===== src/rtl/ifmap_multicast_ctrl.sv =====
// Per-PE multicast snooper: captures bus words tagged for this PE (row/col or
// all-ones wildcard) into a one-entry stage and pushes them into the ifmap FIFO.
module ifmap_multicast_ctrl #(
  parameter int DATA_WIDTH    = 16,
  parameter int ROW_TAG_WIDTH = 4,
  parameter int COL_TAG_WIDTH = 5,
  parameter int CNT_WIDTH     = 16
) (
  input  logic                     clk,
  input  logic                     reset,
  input  logic                     configure,
  input  logic [ROW_TAG_WIDTH-1:0] row_id_in,
  input  logic [COL_TAG_WIDTH-1:0] col_id_in,
  input  logic                     bus_valid,
  input  logic [ROW_TAG_WIDTH-1:0] bus_row_tag,
  input  logic [COL_TAG_WIDTH-1:0] bus_col_tag,
  input  logic [DATA_WIDTH-1:0]    bus_data,
  input  logic                     bus_accept,
  output logic                     bus_ready,
  output logic [DATA_WIDTH-1:0]    ifmap,
  output logic                     push_ifmap,
  input  logic                     ifmap_fifo_full,
  output logic [CNT_WIDTH-1:0]     delivered_count
);

  typedef enum logic {
    ST_EMPTY = 1'b0,
    ST_FULL  = 1'b1
  } state_t;

  state_t                   state_q, state_d;
  logic [ROW_TAG_WIDTH-1:0] row_id_q, row_id_d;
  logic [COL_TAG_WIDTH-1:0] col_id_q, col_id_d;
  logic [DATA_WIDTH-1:0]    out_data_q, out_data_d;
  logic [CNT_WIDTH-1:0]     cnt_q, cnt_d;

  logic row_hit_s, col_hit_s, match_s, out_valid_s, push_s, slot_free_s, capture_s;

  // Tag match, handshake and output-stage control
  always_comb begin
    row_hit_s   = (bus_row_tag == row_id_q) || (bus_row_tag == {ROW_TAG_WIDTH{1'b1}});
    col_hit_s   = (bus_col_tag == col_id_q) || (bus_col_tag == {COL_TAG_WIDTH{1'b1}});
    match_s     = bus_valid & row_hit_s & col_hit_s;
    out_valid_s = (state_q == ST_FULL);
    push_s      = out_valid_s & ~ifmap_fifo_full;
    slot_free_s = ~out_valid_s | push_s;
    // slot_free_s is redundant for a legal bus_accept; it keeps a protocol
    // violation from overwriting a stalled word.
    capture_s   = bus_accept & match_s & ~configure & slot_free_s;

    bus_ready  = ~configure & (~match_s | slot_free_s);
    push_ifmap = push_s;
    ifmap      = out_data_q;

    state_d = state_q;
    case (state_q)
      ST_EMPTY: begin
        if (capture_s) state_d = ST_FULL;
        else           state_d = ST_EMPTY;
      end
      ST_FULL: begin
        if (capture_s)   state_d = ST_FULL;
        else if (push_s) state_d = ST_EMPTY;
        else             state_d = ST_FULL;
      end
      default: state_d = ST_EMPTY;
    endcase

    if (capture_s) out_data_d = bus_data;
    else           out_data_d = out_data_q;

    if (configure) begin
      row_id_d = row_id_in;
      col_id_d = col_id_in;
    end else begin
      row_id_d = row_id_q;
      col_id_d = col_id_q;
    end

    // configure wins over a same-cycle increment
    if (configure)   cnt_d = {CNT_WIDTH{1'b0}};
    else if (push_s) cnt_d = cnt_q + {{(CNT_WIDTH-1){1'b0}}, 1'b1};
    else             cnt_d = cnt_q;
  end

  assign delivered_count = cnt_q;

  // State and data registers
  always_ff @(posedge clk or negedge reset) begin
    if (!reset) begin
      state_q    <= ST_EMPTY;
      row_id_q   <= {ROW_TAG_WIDTH{1'b0}};
      col_id_q   <= {COL_TAG_WIDTH{1'b0}};
      out_data_q <= {DATA_WIDTH{1'b0}};
      cnt_q      <= {CNT_WIDTH{1'b0}};
    end else begin
      state_q    <= state_d;
      row_id_q   <= row_id_d;
      col_id_q   <= col_id_d;
      out_data_q <= out_data_d;
      cnt_q      <= cnt_d;
    end
  end

endmodule


===== config.mk =====
export PLATFORM = sky130hd
export DESIGN_NAME = ifmap_multicast_ctrl
export DESIGN_NICKNAME = d
export VERILOG_FILES = /design/src/rtl/ifmap_multicast_ctrl.sv
export SDC_FILE = /design/constraint.sdc
export NUM_CORES = 1
export LEC_CHECK = 0
export ABC_AREA = 1
export CORE_MARGIN = 8
export CORE_UTILIZATION = 44
export DETAILED_ROUTE_END_ITERATION = 7
export GPL_TIMING_DRIVEN = 1
export PLACE_DENSITY = 0.9
export RECOVER_POWER = 100
export SLEW_MARGIN = 20
export SYNTH_ARGS = -nofsm -noshare
export SYNTH_HDL_FRONTEND = slang
export SYNTH_SLANG_ARGS = --single-unit

===== constraint.sdc =====
create_clock -name clk -period 2.2 [get_ports clk]
set_input_delay 0.66 -clock clk [delete_from_list [all_inputs] [get_ports clk]]
set_output_delay 0.66 -clock clk [all_outputs]
set_load 0.01 [all_outputs]

==> impl_metrics.toml <==
[floorplanning]
io_pins = 74
coreArea_sq_um = 4755
die_area_sq_um = 7494
rows = 25
start_util_pct = 46.08
die_x_microns = 86.57
die_h_microns = 86.57

[critical_path]
critPathArrivalTime_ns = 1.64
r2r-start = "col_id_q[0]"
worst_path_largest_cell_delay_ns = 0.57
critPathLaunchType = "primary input"
endpoint = "bus_ready"
r2r_cells = 15
path_class = "primary input to output pin"
cp_num_cells = 5
end_kind = "output pin"
crit_family = "buffers and inverters"
cpMaxStageDelayCell = "dlygate4sd3_1"
r2r_end = "ifmap[12]"
cp-startpoint = "ifmap_fifo_full"
r2r_setup_slack_ns = 0.13
crit_buf_inv = 3
required_ns = 1.54
crit_fanout = 2
cp_cell_sequence = "dlygate4sd3_1, nand2_2, o21ai_2, inv_1, buf_6"

[cts]
path_clk_slew_ns = 0.08
cts_buffers = 5
insertion_delay_ns = 0.29
root_buffer = "clkbuf_8"
htreeDepth = 2
cts_tree = "yes"
postCtsHoldBufs = 0
cts_sinks = 42
clk_path_buf_depth = 2

[global_routing]
grt_max_degree = 43
grt_pass1_wl_microns = 11450
grt-ovfl-total = 0
grt_pass1_vias = 2435
antenna_found_initial = 0
grt_util_all_layers_pct = 18.97

[timing]
worst_slew_pin_slew_ns = 1.058
rsz0062_at_grt = "yes"
fmax_ghz = 0.4345
min_period_over_period_pct = 104.6
setup_violations = 3
slew-limit-headroom_pct = 29.47
fin_ws_ns = -0.1014
fin_skew_ns = 0.004913
finalHoldViolCount = 0
min_period_ns = 2.301
drv_slew = 0

[outcome]
violations = "setup timing"
status = "finished, violations left"

[final_layout]
final_area_sq_um = 3445
antennaDiodeCount = 0
utilization_pct = 72.45
drive_gt1_share_pct = 22.86
final_cell_mix = "nand2_1, dfrtp_1, inv_1"
area_growth_pct = 57.22
n_fill_cell = 373
fin_nets = 438
layout.cells.most_common = "nand2_1"

[drt]
drtIter0Drc = 84
via_count = 2390
wire_per_inst_microns = 15.24
wirelength_microns = 7088
viasPerCell = 5.140
drc = 0
drtPass1Iterations = 4
ant_nets = 0

[yosys]
synth.distinct_cells = 25
ys_ff_latch = 42
syn_avg_cell_area_sq_um = 7.607
syn_area_sq_um = 2191
ys_seq_area_share_pct = 47.97
yosysWarnings = 0
synth.net_count = 329
synthCells = 288

[placed_design]
portBuffers = 73
place_congestion = 0.8700
placed_area_sq_um = 3047
hpwl_microns = 4570

[worst_hold_path]
hold_class = "register to register"
hp-start = "ifmap[3]"

[power]
power_density_nw_per_um2 = 501.7
cellLeakagePower_nw = 1.781
worst_ir_drop_vdd_v = 0.0003415

[run]
max_cap_violations = 0
## flip-flops by register name (all words and copies together) (netlist names)
| signal | count |
|---|---|
| ifmap | 16 |
| row_id_q | 4 |
| out_valid_s | 1 |
| col_id_q | 5 |
| delivered_count | 16 |
## worst register-to-register path, delay by kind of cell, from the launching register on
family        cells  cell delay [ns]
simple gates      8             0.74
buf+inv           7             0.90
flops             1             0.38
## how the worst min path moves through the flow
stage,endpoint,slack [ns],cells after the start
3_3_place_gp,ifmap[10],0.46,2
6_report,ifmap[3],0.48,2
3_5_place_dp,ifmap[2],0.47,2
5_1_grt,ifmap[2],0.51,2
4_1_cts,col_id_q[0],0.45,2
2_1_floorplan,col_id_q[0],0.36,0
## synth_stat cells
master,n,area (sq um)
nand2_1,98,367.9
o21a_1,1,7.510
buf_6,3,33.78
clkbuf_8,1,13.76
nor2_1,18,67.56
a21oi_2,1,8.760
xor2_1,1,8.760
a211oi_1,1,7.510
dfrtp_1,42,1051
o21ai_0,17,85.08
o211ai_1,1,7.510
buf_2,1,5.000
a21oi_1,8,40.04
nand2_2,3,18.77
inv_1,43,161.4
nor2_2,1,6.260
o221ai_1,1,8.760
clkbuf_1,3,11.26
nand4_1,21,131.4
ha_1,1,12.51
xnor2_1,1,8.760
nor3_1,9,45.04
nand4_4,1,21.27
nor2_4,1,11.26
nand3_1,10,50.05
## cell families after synthesis
| group | Yosys count | share of synthesized area (%) |
|---|---|---|
| adders and majority gates | 1 | 0.5710 |
| AOI/OAI and AO/OA | 30 | 7.539 |
| xor gates and xnor gates | 2 | 0.7997 |
| buffers and inverters | 51 | 10.28 |
| DFF | 42 | 47.97 |
| and+or+nand+nor | 162 | 32.84 |
## cell type report
type / instances / area (sq um) / share of cell area, %
tap: 67 / 83.83 / 2.434
clock buffer: 8 / 110.1 / 3.197
inverter: 43 / 163.9 / 4.758
sequential: 42 / 1051 / 30.51
timing repair buffer: 109 / 1033 / 30.00
multi-input combinational: 196 / 1002 / 29.10
## repair_timing
action	CTS	global route
pin swaps	16	21
resized for setup	55	33
gates cloned	1	2
buffers inserted	31	0
setup endpoints to repair	2	19
## per-layer routing
metal | track usage (%) | wire [microns] | up-vias | share of wire [%]
met5 | 0 | 0 | - | 0
met4 | 4.538 | 91 | 0 | 1.3
met3 | 5.293 | 455 | 10 | 6.4
met2 | 31.60 | 3536 | 92 | 50
met1 | 23.57 | 3005 | 1144 | 42
li1 | - | - | 1144 | -
## stage by stage
stage | TNS, ns | power [mW] | worst slack, ns | cells | hold slack (ns)
2_1_floorplan | 0 | 0.9258 | 0.1666 | 288 | 0.3644
3_3_place_gp | -2.025 | 1.076 | -0.7796 | 433 | 0.4635
3_5_place_dp | -3.750 | 1.083 | -0.8794 | 433 | 0.4660
4_1_cts | -0.08835 | 1.729 | -0.07721 | 472 | 0.4471
5_1_grt | -1.574 | 1.811 | -0.1722 | 465 | 0.5142
6_report | -0.1518 | 1.728 | -0.1014 | 465 | 0.4807
## power breakdown
group          internal (mW)  switching [mW]
clock network          0.317           0.265
registers              0.801          0.0182
logic                  0.174           0.152
Power figures use the tool's default switching activity.
